## src/rtl/regfile_sequencer.sv

```systemverilog
// -----------------------------------------------------------------------------
// regfile_sequencer
//
// Walks register indices FIRST_REG..LAST_REG of a 32x32 register file and
// either dumps them onto an output stream (mode=0) or loads them from an input
// stream (mode=1).
//
// Ports
//   clk, rst        single clock, synchronous active-high reset
//   start, mode     sequence request, sampled only while idle
//   busy, done      busy outside IDLE; done is a one-cycle completion pulse
//   rdReg, rdData   regfile read port (rdData is combinational from rdReg)
//   wrEnable, wrReg, wrData   regfile write port
//   outValid, outData, outIdx, outReady   dump stream (registered source)
//   inValid, inData, inReady              load stream
//   dbgState        current FSM state, for observation only
//
// Handshake: a beat moves on any rising edge where valid && ready are both 1.
// The source holds valid, data and index stable until that edge; ready may
// be driven freely and never depends on valid in the same cycle.
// -----------------------------------------------------------------------------
module regfile_sequencer #(
    parameter int FIRST_REG = 0,
    parameter int LAST_REG  = 31
) (
    input  logic        clk,
    input  logic        rst,
    input  logic        start,
    input  logic        mode,
    output logic        busy,
    output logic        done,
    output logic [4:0]  rdReg,
    input  logic [31:0] rdData,
    output logic        wrEnable,
    output logic [4:0]  wrReg,
    output logic [31:0] wrData,
    output logic        outValid,
    output logic [31:0] outData,
    output logic [4:0]  outIdx,
    input  logic        outReady,
    input  logic        inValid,
    input  logic [31:0] inData,
    output logic        inReady,
    output logic [2:0]  dbgState
);

    typedef enum logic [2:0] {
        IDLE  = 3'd0,
        DUMP  = 3'd1,
        DRAIN = 3'd2,
        LOAD  = 3'd3,
        DONE  = 3'd4
    } stateT;

    localparam logic [4:0] FIRST_IDX = 5'(FIRST_REG);
    localparam logic [4:0] LAST_IDX  = 5'(LAST_REG);

    stateT       stateQ, stateNext;
    logic [4:0]  idxQ, idxNext;
    logic        outValidQ, outValidNext;
    logic [31:0] outDataQ, outDataNext;
    logic [4:0]  outIdxQ, outIdxNext;
    logic        slotFree;

    // The output register can take a new beat when it is empty or its
    // current beat is being accepted at this edge.
    assign slotFree = !outValidQ || outReady;

    always_ff @(posedge clk) begin
        if (rst) begin
            stateQ    <= IDLE;
            idxQ      <= FIRST_IDX;
            outValidQ <= 1'b0;
            outDataQ  <= 32'd0;
            outIdxQ   <= 5'd0;
        end else begin
            stateQ    <= stateNext;
            idxQ      <= idxNext;
            outValidQ <= outValidNext;
            outDataQ  <= outDataNext;
            outIdxQ   <= outIdxNext;
        end
    end

    always_comb begin
        stateNext    = stateQ;
        idxNext      = idxQ;
        outValidNext = outValidQ;
        outDataNext  = outDataQ;
        outIdxNext   = outIdxQ;
        unique case (stateQ)
            IDLE: begin
                if (start) begin
                    idxNext   = FIRST_IDX;
                    stateNext = mode ? LOAD : DUMP;
                end
            end
            DUMP: begin
                if (slotFree) begin
                    outDataNext  = rdData;
                    outIdxNext   = idxQ;
                    outValidNext = 1'b1;
                    // idx stops at LAST_REG; the last beat drains from DRAIN.
                    if (idxQ == LAST_IDX) stateNext = DRAIN;
                    else                  idxNext   = idxQ + 5'd1;
                end
            end
            DRAIN: begin
                if (outReady) begin
                    outValidNext = 1'b0;
                    stateNext    = DONE;
                end
            end
            LOAD: begin
                if (inValid) begin
                    if (idxQ == LAST_IDX) stateNext = DONE;
                    else                  idxNext   = idxQ + 5'd1;
                end
            end
            DONE: begin
                stateNext = IDLE;
            end
            default: begin
                stateNext = IDLE;
            end
        endcase
    end

    assign busy     = (stateQ != IDLE);
    assign done     = (stateQ == DONE);
    assign rdReg    = idxQ;
    assign wrReg    = idxQ;
    assign wrData   = inData;
    assign inReady  = (stateQ == LOAD);
    // Reset wins over an accepted load beat: nothing is written that cycle.
    assign wrEnable = (stateQ == LOAD) && inValid && !rst;
    assign outValid = outValidQ;
    assign outData  = outDataQ;
    assign outIdx   = outIdxQ;
    assign dbgState = stateQ;

endmodule

```

## config.mk

```make
export PLATFORM = sky130hd
export DESIGN_NAME = regfile_sequencer
export DESIGN_NICKNAME = d
export VERILOG_FILES = /design/src/rtl/regfile_sequencer.sv
export SDC_FILE = /design/constraint.sdc
export NUM_CORES = 1
export LEC_CHECK = 0
export CAP_MARGIN = 20
export CORE_AREA = 2 2 88 90
export CTS_BUF_LIST = sky130_fd_sc_hd__clkbuf_16
export DETAILED_ROUTE_END_ITERATION = 8
export DIE_AREA = 0 0 90 92
export PLACE_DENSITY = 0.76
export RECOVER_POWER = 25
export SLEW_MARGIN = 20
export SYNTH_ARGS = -nofsm -noshare
export SYNTH_HDL_FRONTEND = slang
export SYNTH_SLANG_ARGS = --single-unit
```

## constraint.sdc

```tcl
create_clock -name clk -period 2.4 [get_ports clk]
set_clock_uncertainty 0.05 [all_clocks]
set_input_delay 0.48 -clock clk [delete_from_list [all_inputs] [get_ports clk]]
set_output_delay 0.48 -clock clk [all_outputs]
set_load 0.1 [all_outputs]
```

==> run summary, run 1 <==
Run status -> complete, no violations
Vias in the first global route -> 1706
TritonCTS Buffers -> 5
Remaining DRCs -> 0
Internal -> 1.36 mW
Routed WL -> 4920 um
CTS Buffer Depth -> 2
Req. time, crit path -> 1870 ps
Max Freq -> 0.519 GHz
TritonCTS clock tree -> built
# rows -> 32
Via Count -> 1817
Syn_area_per_cell -> 8.06 um2
Final Power -> 2.12 mW
Clock power frac -> 0.297
Worst min path class -> reg2reg
Routed WL per cell -> 11.9 um
Dpl hpwl -> 3450 um
Die area -> 0.00828 mm2
Die width -> 90 um
Seq/Total Area, Yosys -> 0.434
Pin count of the biggest net entering global routing -> 47
Setup Buffers After CTS -> 0
Power per cell area -> 732 mW/mm2
Net Switching -> 0.770 mW
Nets -> 386
Share of cells above drive strength 1 -> 0.256
Syn nets -> 335
Unique masters post-synth -> 34
Core area -> 0.00745 mm2
Pins over their slew limit -> 0
All-Layer GR Usage -> 0.116
First-pass GRT wire length -> 7890 um
Share of total power in combinational logic -> 0.306
Antenna-violating nets left -> 0
Period utilization -> 0.803
Unrepaired setup endpoints after global routing -> false
Setup Viol. Count Final -> 0
Slew HR -> 0.679
Syn Inst Count -> 263
Multi-input logic area -> 841 um2
1st-iter DRT viols -> 38
Placer Congestion -> 0.702
Clk_lat worst skew -> 280 ps
Worst-margin pin slew -> 481 ps
Leak -> 1.17 nW
Peak VDD IR -> 243 uV
Switch share -> 0.362
Storage cell area -> 926 um2
Input/output buffers -> 92
Kind of critical path -> in2out
Die H -> 92 um
Synthesis Warnings -> 0
Synthesized area -> 0.00212 mm2
Setup TNS -> 0 ps
Initial antenna violation count -> 0
Hold buffer count at CTS -> 0
Vias/cell -> 4.38
Fin. Hold Viols -> 0
Max-cap violations -> 0
Crit-path max FO -> 3
First drt pass iteration count -> 4
Minimum clock period -> 1930 ps
Worst Setup End Kind -> primary output
Clock-pin slew on the worst setup and hold paths -> 50 ps
Fillers -> 764
Critical Path AT -> 1400 ps
CP startpoint kind -> input pin
Post-CTS sizing -> 0
Root Buffer -> clkbuf_16
#FFs+latches synth -> 46
Seq pwr share -> 0.397
N_diodes -> 0
Initial Util -> 0.285
I/O pin cnt -> 157
H-tree levels -> 2
TritonCTS sink count -> 46
Layout area overhead -> 36.8%
GRT Residual Overflow -> 0
sequential cells by signal, indices dropped and copies added, names as in the netlist:
register,flops
outData,32
outIdx,5
rdReg,5
dbgState,3
outValid,1
layout by cell type (no fill, tap or decap), drive strengths merged:
cell type and count:
nand2 83, buf 59, dfxtp 46, a21oi 39, clkdlybuf4s50 35, nor2 7, clkbuf 5, inv 4
nand2b 3, o21ai 3, and3 3, and4 2, o31ai 2, nor3 2, ha 2, nand3 2
nor3b 1, or3b 1, or2b 1, nor2b 1, and2b 1, a32oi 1, nand4b 1, o311ai 1
nor4 1, a31oi 1, nand3b 1, and2 1, mux2i 1, mux4 1, clkinv 1, dlygate4sd3 1
metal layers:
layer	vias up	share of wire	GRT usage
met3	4	0.052	0.0247
met4	0	0.010	0.0603
met1	833	0.42	0.130
met5	-	0	0
met2	60	0.52	0.207
li1	920	-	-
area by class of cell:
type / count / share of cell area
clock inverter: 1 / 0.00129
clock buffer: 5 / 0.0431
tap: 102 / 0.0440
multi-input combinational: 162 / 0.290
timing repair buffer: 95 / 0.298
sequential: 46 / 0.319
inverter: 4 / 0.00517
critical path: stages:
cell and delay (ps):
clkdlybuf4s50_1 490, and4_2 250, buf_12 180
synthesized netlist by cell type:
cell type  count  share of area
and3_1         2         0.0059
and2b_2        1         0.0041
nor3b_1        1         0.0035
nand2_1       83           0.15
dfxtp_1       46           0.43
nand3_1        1         0.0024
nand3b_1       1         0.0035
ha_1           2          0.012
nor4_1         1         0.0030
o31ai_1        2         0.0071
mux2i_1        1         0.0047
a31oi_1        1         0.0030
nand2b_1       3         0.0089
nor3_1         2         0.0047
and4_2         2         0.0094
or2b_1         1         0.0035
o21ai_0        3         0.0071
nor2b_1        1         0.0030
buf_4         38           0.13
nand3_2        1         0.0047
nor2_2         1         0.0030
o311ai_2       1         0.0077
a21oi_1       39          0.092
nand4b_1       1         0.0041
or3b_4         1         0.0053
a32oi_2        1         0.0077
buf_2          1         0.0024
nor2_1         6          0.011
clkbuf_1       8          0.014
and3_2         1         0.0035
mux4_1         1          0.012
inv_1          4         0.0071
buf_6          4          0.021
and2_1         1         0.0030
worst paths after layout:
| path | startpoint | to | slack, ps | cells after the start |
|---|---|---|---|---|
| max | inValid | wrEnable | 470 | 3 |
| min | outData[24]$_SDFFE_PP0P_ | outData[24]$_SDFFE_PP0P_ | 400 | 2 |
| max reg2reg | rdReg[0]$_SDFFE_PP0P_ | dbgState[1]$_SDFFE_PP0P_ | 520 | 6 |
| min reg2reg | outData[24]$_SDFFE_PP0P_ | outData[24]$_SDFFE_PP0P_ | 400 | 2 |
logic make-up after synthesis:
logic type / after synthesis / synth area share
AO/OA/AOI/OAI: 47 / 0.124
adder cells (fa/ha/maj): 2 / 0.0118
buffers and inverters: 55 / 0.179
flip-flops: 46 / 0.434
multiplexers: 2 / 0.0171
AND/OR/NAND/NOR: 111 / 0.233
power by group through the flow:
stage	combinational [mW]	sequential, mW	clock (mW)
3_3_place_gp	0.652	0.858	0
5_1_grt	0.683	0.849	0.689
4_1_cts	0.657	0.843	0.664
2_1_floorplan	0.435	1.16	0
3_5_place_dp	0.656	0.860	0
6_report	0.651	0.843	0.632
through the flow:
stage               instances  worst slack, ps  area, um2  utilization  hold WS [ps]
detailed placement        409              337       2770        0.372           397
global placement          409              348       2770        0.372           393
floorplan                 263              112       2150            -           566
CTS                       415              469       2900        0.390           405
global route              415              389       2900        0.390           425
finish                    415              472       2900        0.390           403
(Power assumes the default switching activity.)
==> inputs of run 2 (changes only) <==
Settings changed: PLACE_DENSITY 0.76 to 0.79.
Clock period 2.4 ns to 1.6 ns, I/O delays scaled along.
==> run summary, run 2 (synthesis results as in run 1) <==
Initial antenna violation count -> 0 (unchanged)
Fillers -> 674 (was 764)
Vias/cell -> 4.44 (was 4.38)
Pin count of the biggest net entering global routing -> 47 (unchanged)
Share of cells above drive strength 1 -> 0.333 (was 0.256)
First drt pass iteration count -> 4 (unchanged)
Unrepaired setup endpoints after global routing -> true (was false)
Minimum clock period -> 1650 ps
TritonCTS clock tree -> built (unchanged)
GRT Residual Overflow -> 0 (unchanged)
Run status -> complete, but fails checks (was complete, no violations)
Failing checks -> setup timing
Net Switching -> 1.22 mW (was 0.770 mW)
Vias in the first global route -> 2050 (was 1706)
Most common cell after layout, fill and taps aside -> nand2_1 (unchanged)
Most frequent cells in the layout -> nand2_1, buf_12, a21oi_1 (was nand2_1, buf_4, dfxtp_1)
Switch share -> 0.354 (was 0.362)
Nets -> 399 (was 386)
Internal -> 2.22 mW (was 1.36 mW)
N_diodes -> 0 (unchanged)
Cells after DPL -> 420 (was 409)
Antenna-violating nets left -> 0 (unchanged)
Layout area overhead -> 76.8% (was 36.8%)
Remaining DRCs -> 0 (unchanged)
CTS Buffer Depth -> 2 (unchanged)
Critical Path AT -> 1800 ps (was 1400 ps)
Period utilization -> 1.03
Max-cap violations -> 0 (unchanged)
Pre-CTS WS -> -270 ps (was 337 ps)
Input/output buffers -> 92 (unchanged)
Hold buffer count at CTS -> 0 (unchanged)
Die width -> 90 um (unchanged)
Initial Util -> 0.285 (unchanged)
Clock power frac -> 0.277 (was 0.297)
Kind of critical path -> reg2reg (was in2out)
Clock-pin slew on the worst setup and hold paths -> 60 ps (was 50 ps)
Routed WL per cell -> 13.4 um (was 11.9 um)
I/O pin cnt -> 157 (unchanged)
Crit-path max FO -> 4 (was 3)
Worst-margin pin slew -> 510 ps (was 481 ps)
Clk_lat worst skew -> 280 ps (about the same)
Fin cells -> 429 (was 415)
1st-iter DRT viols -> 45 (was 38)
Core area -> 0.00745 mm2 (unchanged)
Leak -> 1.42 nW (was 1.17 nW)
Die H -> 92 um (unchanged)
Dpl hpwl -> 4220 um (was 3450 um)
Worst setup margin -> -52.6 ps (was 472 ps)
Routed WL -> 5770 um (was 4920 um)
First-pass GRT wire length -> 9510 um (was 7890 um)
Pins over their slew limit -> 0 (unchanged)
Root Buffer -> clkbuf_16 (unchanged)
Worst Setup End Kind -> flop (was primary output)
Slew HR -> 0.660 (was 0.679)
All-Layer GR Usage -> 0.138 (was 0.116)
Max reg flops -> 32 (unchanged)
Power per cell area -> 919 mW/mm2 (was 732 mW/mm2)
Setup Viol. Count Final -> 2 (was 0)
TritonCTS Buffers -> 5 (unchanged)
CP startpoint kind -> flop (was input pin)
Via Count -> 1904 (was 1817)
Req. time, crit path -> 1750 ps (was 1870 ps)
Max Freq -> 0.605 GHz
Worst min path class -> in2reg (was reg2reg)
Share of total power in combinational logic -> 0.348 (was 0.306)
H-tree levels -> 2 (unchanged)
Die area -> 0.00828 mm2 (unchanged)
Fin. Hold Viols -> 0 (unchanged)
Peak VDD IR -> 417 uV (was 243 uV)
TritonCTS sink count -> 46 (unchanged)
Placer Congestion -> 0.820 (was 0.702)
Seq pwr share -> 0.375 (was 0.397)
# rows -> 32 (unchanged)
## run 2: cell types whose count changed in the layout (fill, tap and decap cells not counted), sizes merged
cell	previous run	this run
dlygate4sd3	1	0
inv	4	6
buf	59	72
clkinv	1	0
dlymetal6s2s	0	1
## run 2: path summary, 6_finish.rpt
kind / startpoint / endpoint / slack, ps / cells after the start
worst max-delay path: rdReg[0]$_SDFFE_PP0P_ / dbgState[1]$_SDFFE_PP0P_ / -50 / 6
worst min-delay path: rst / dbgState[2]$_SDFFE_PP0P_ / 380 / 5
worst max register to register: rdReg[0]$_SDFFE_PP0P_ / dbgState[1]$_SDFFE_PP0P_ / -50 / 6
worst min register to register: outData[23]$_SDFFE_PP0P_ / outData[23]$_SDFFE_PP0P_ / 440 / 2
## run 2: timing repair
item / 4_1_cts / 5_1_grt
endpoints found under the hold margin: 0 / 0
endpoints found under the setup margin: 8 / 36
buffers inserted: 0 / 2
pin swaps: 3 / 4
resized for setup: 3 / 13
## run 2: critical path, stage by stage (launching register included)
cell and delay (ps):
dfxtp_4 350, ha_4 150, and3_4 150, ha_4 170, and2_4 140, mux4_2 470, nor3_2 100
## run 2: through the flow
stage | total power [mW] | setup TNS [ps] | instance area [um2] | hold WS, ps | util
6_report | 3.44 | -81.7 | 3750 | 381 | 0.504
5_1_grt | 3.58 | -188 | 3750 | 395 | 0.504
4_1_cts | 3.47 | -152 | 3690 | 373 | 0.495
3_5_place_dp | 2.50 | -9280 | 3540 | 434 | 0.475
3_3_place_gp | 2.48 | -6650 | 3540 | 429 | 0.475
2_1_floorplan | 2.39 | -957 | 2210 | 406 | -
## run 2: cell type report
cell class              instances  area [um2]  share of cell area
flip-flops and latches         46         952               0.254
multi-input cells             162         903               0.241
clock buffers                   5         125              0.0334
well taps                     102         128              0.0340
repair buffers                108        1620               0.432
clock inverters                 2        7.51             0.00200
inverters                       4        15.0             0.00400
## run 2: power groups by stage
stage | registers (mW) | logic, mW | clock network, mW
3_5_place_dp | 1.31 | 1.18 | 0
3_3_place_gp | 1.31 | 1.17 | 0
5_1_grt | 1.30 | 1.25 | 1.03
4_1_cts | 1.29 | 1.19 | 0.994
2_1_floorplan | 1.73 | 0.659 | 0
6_report | 1.29 | 1.20 | 0.953
## run 2: routing by layer
metal	wire length, um	track usage
met4	57	0.0346
met3	487	0.0559
met2	3150	0.271
met5	0	0
met1	2080	0.132
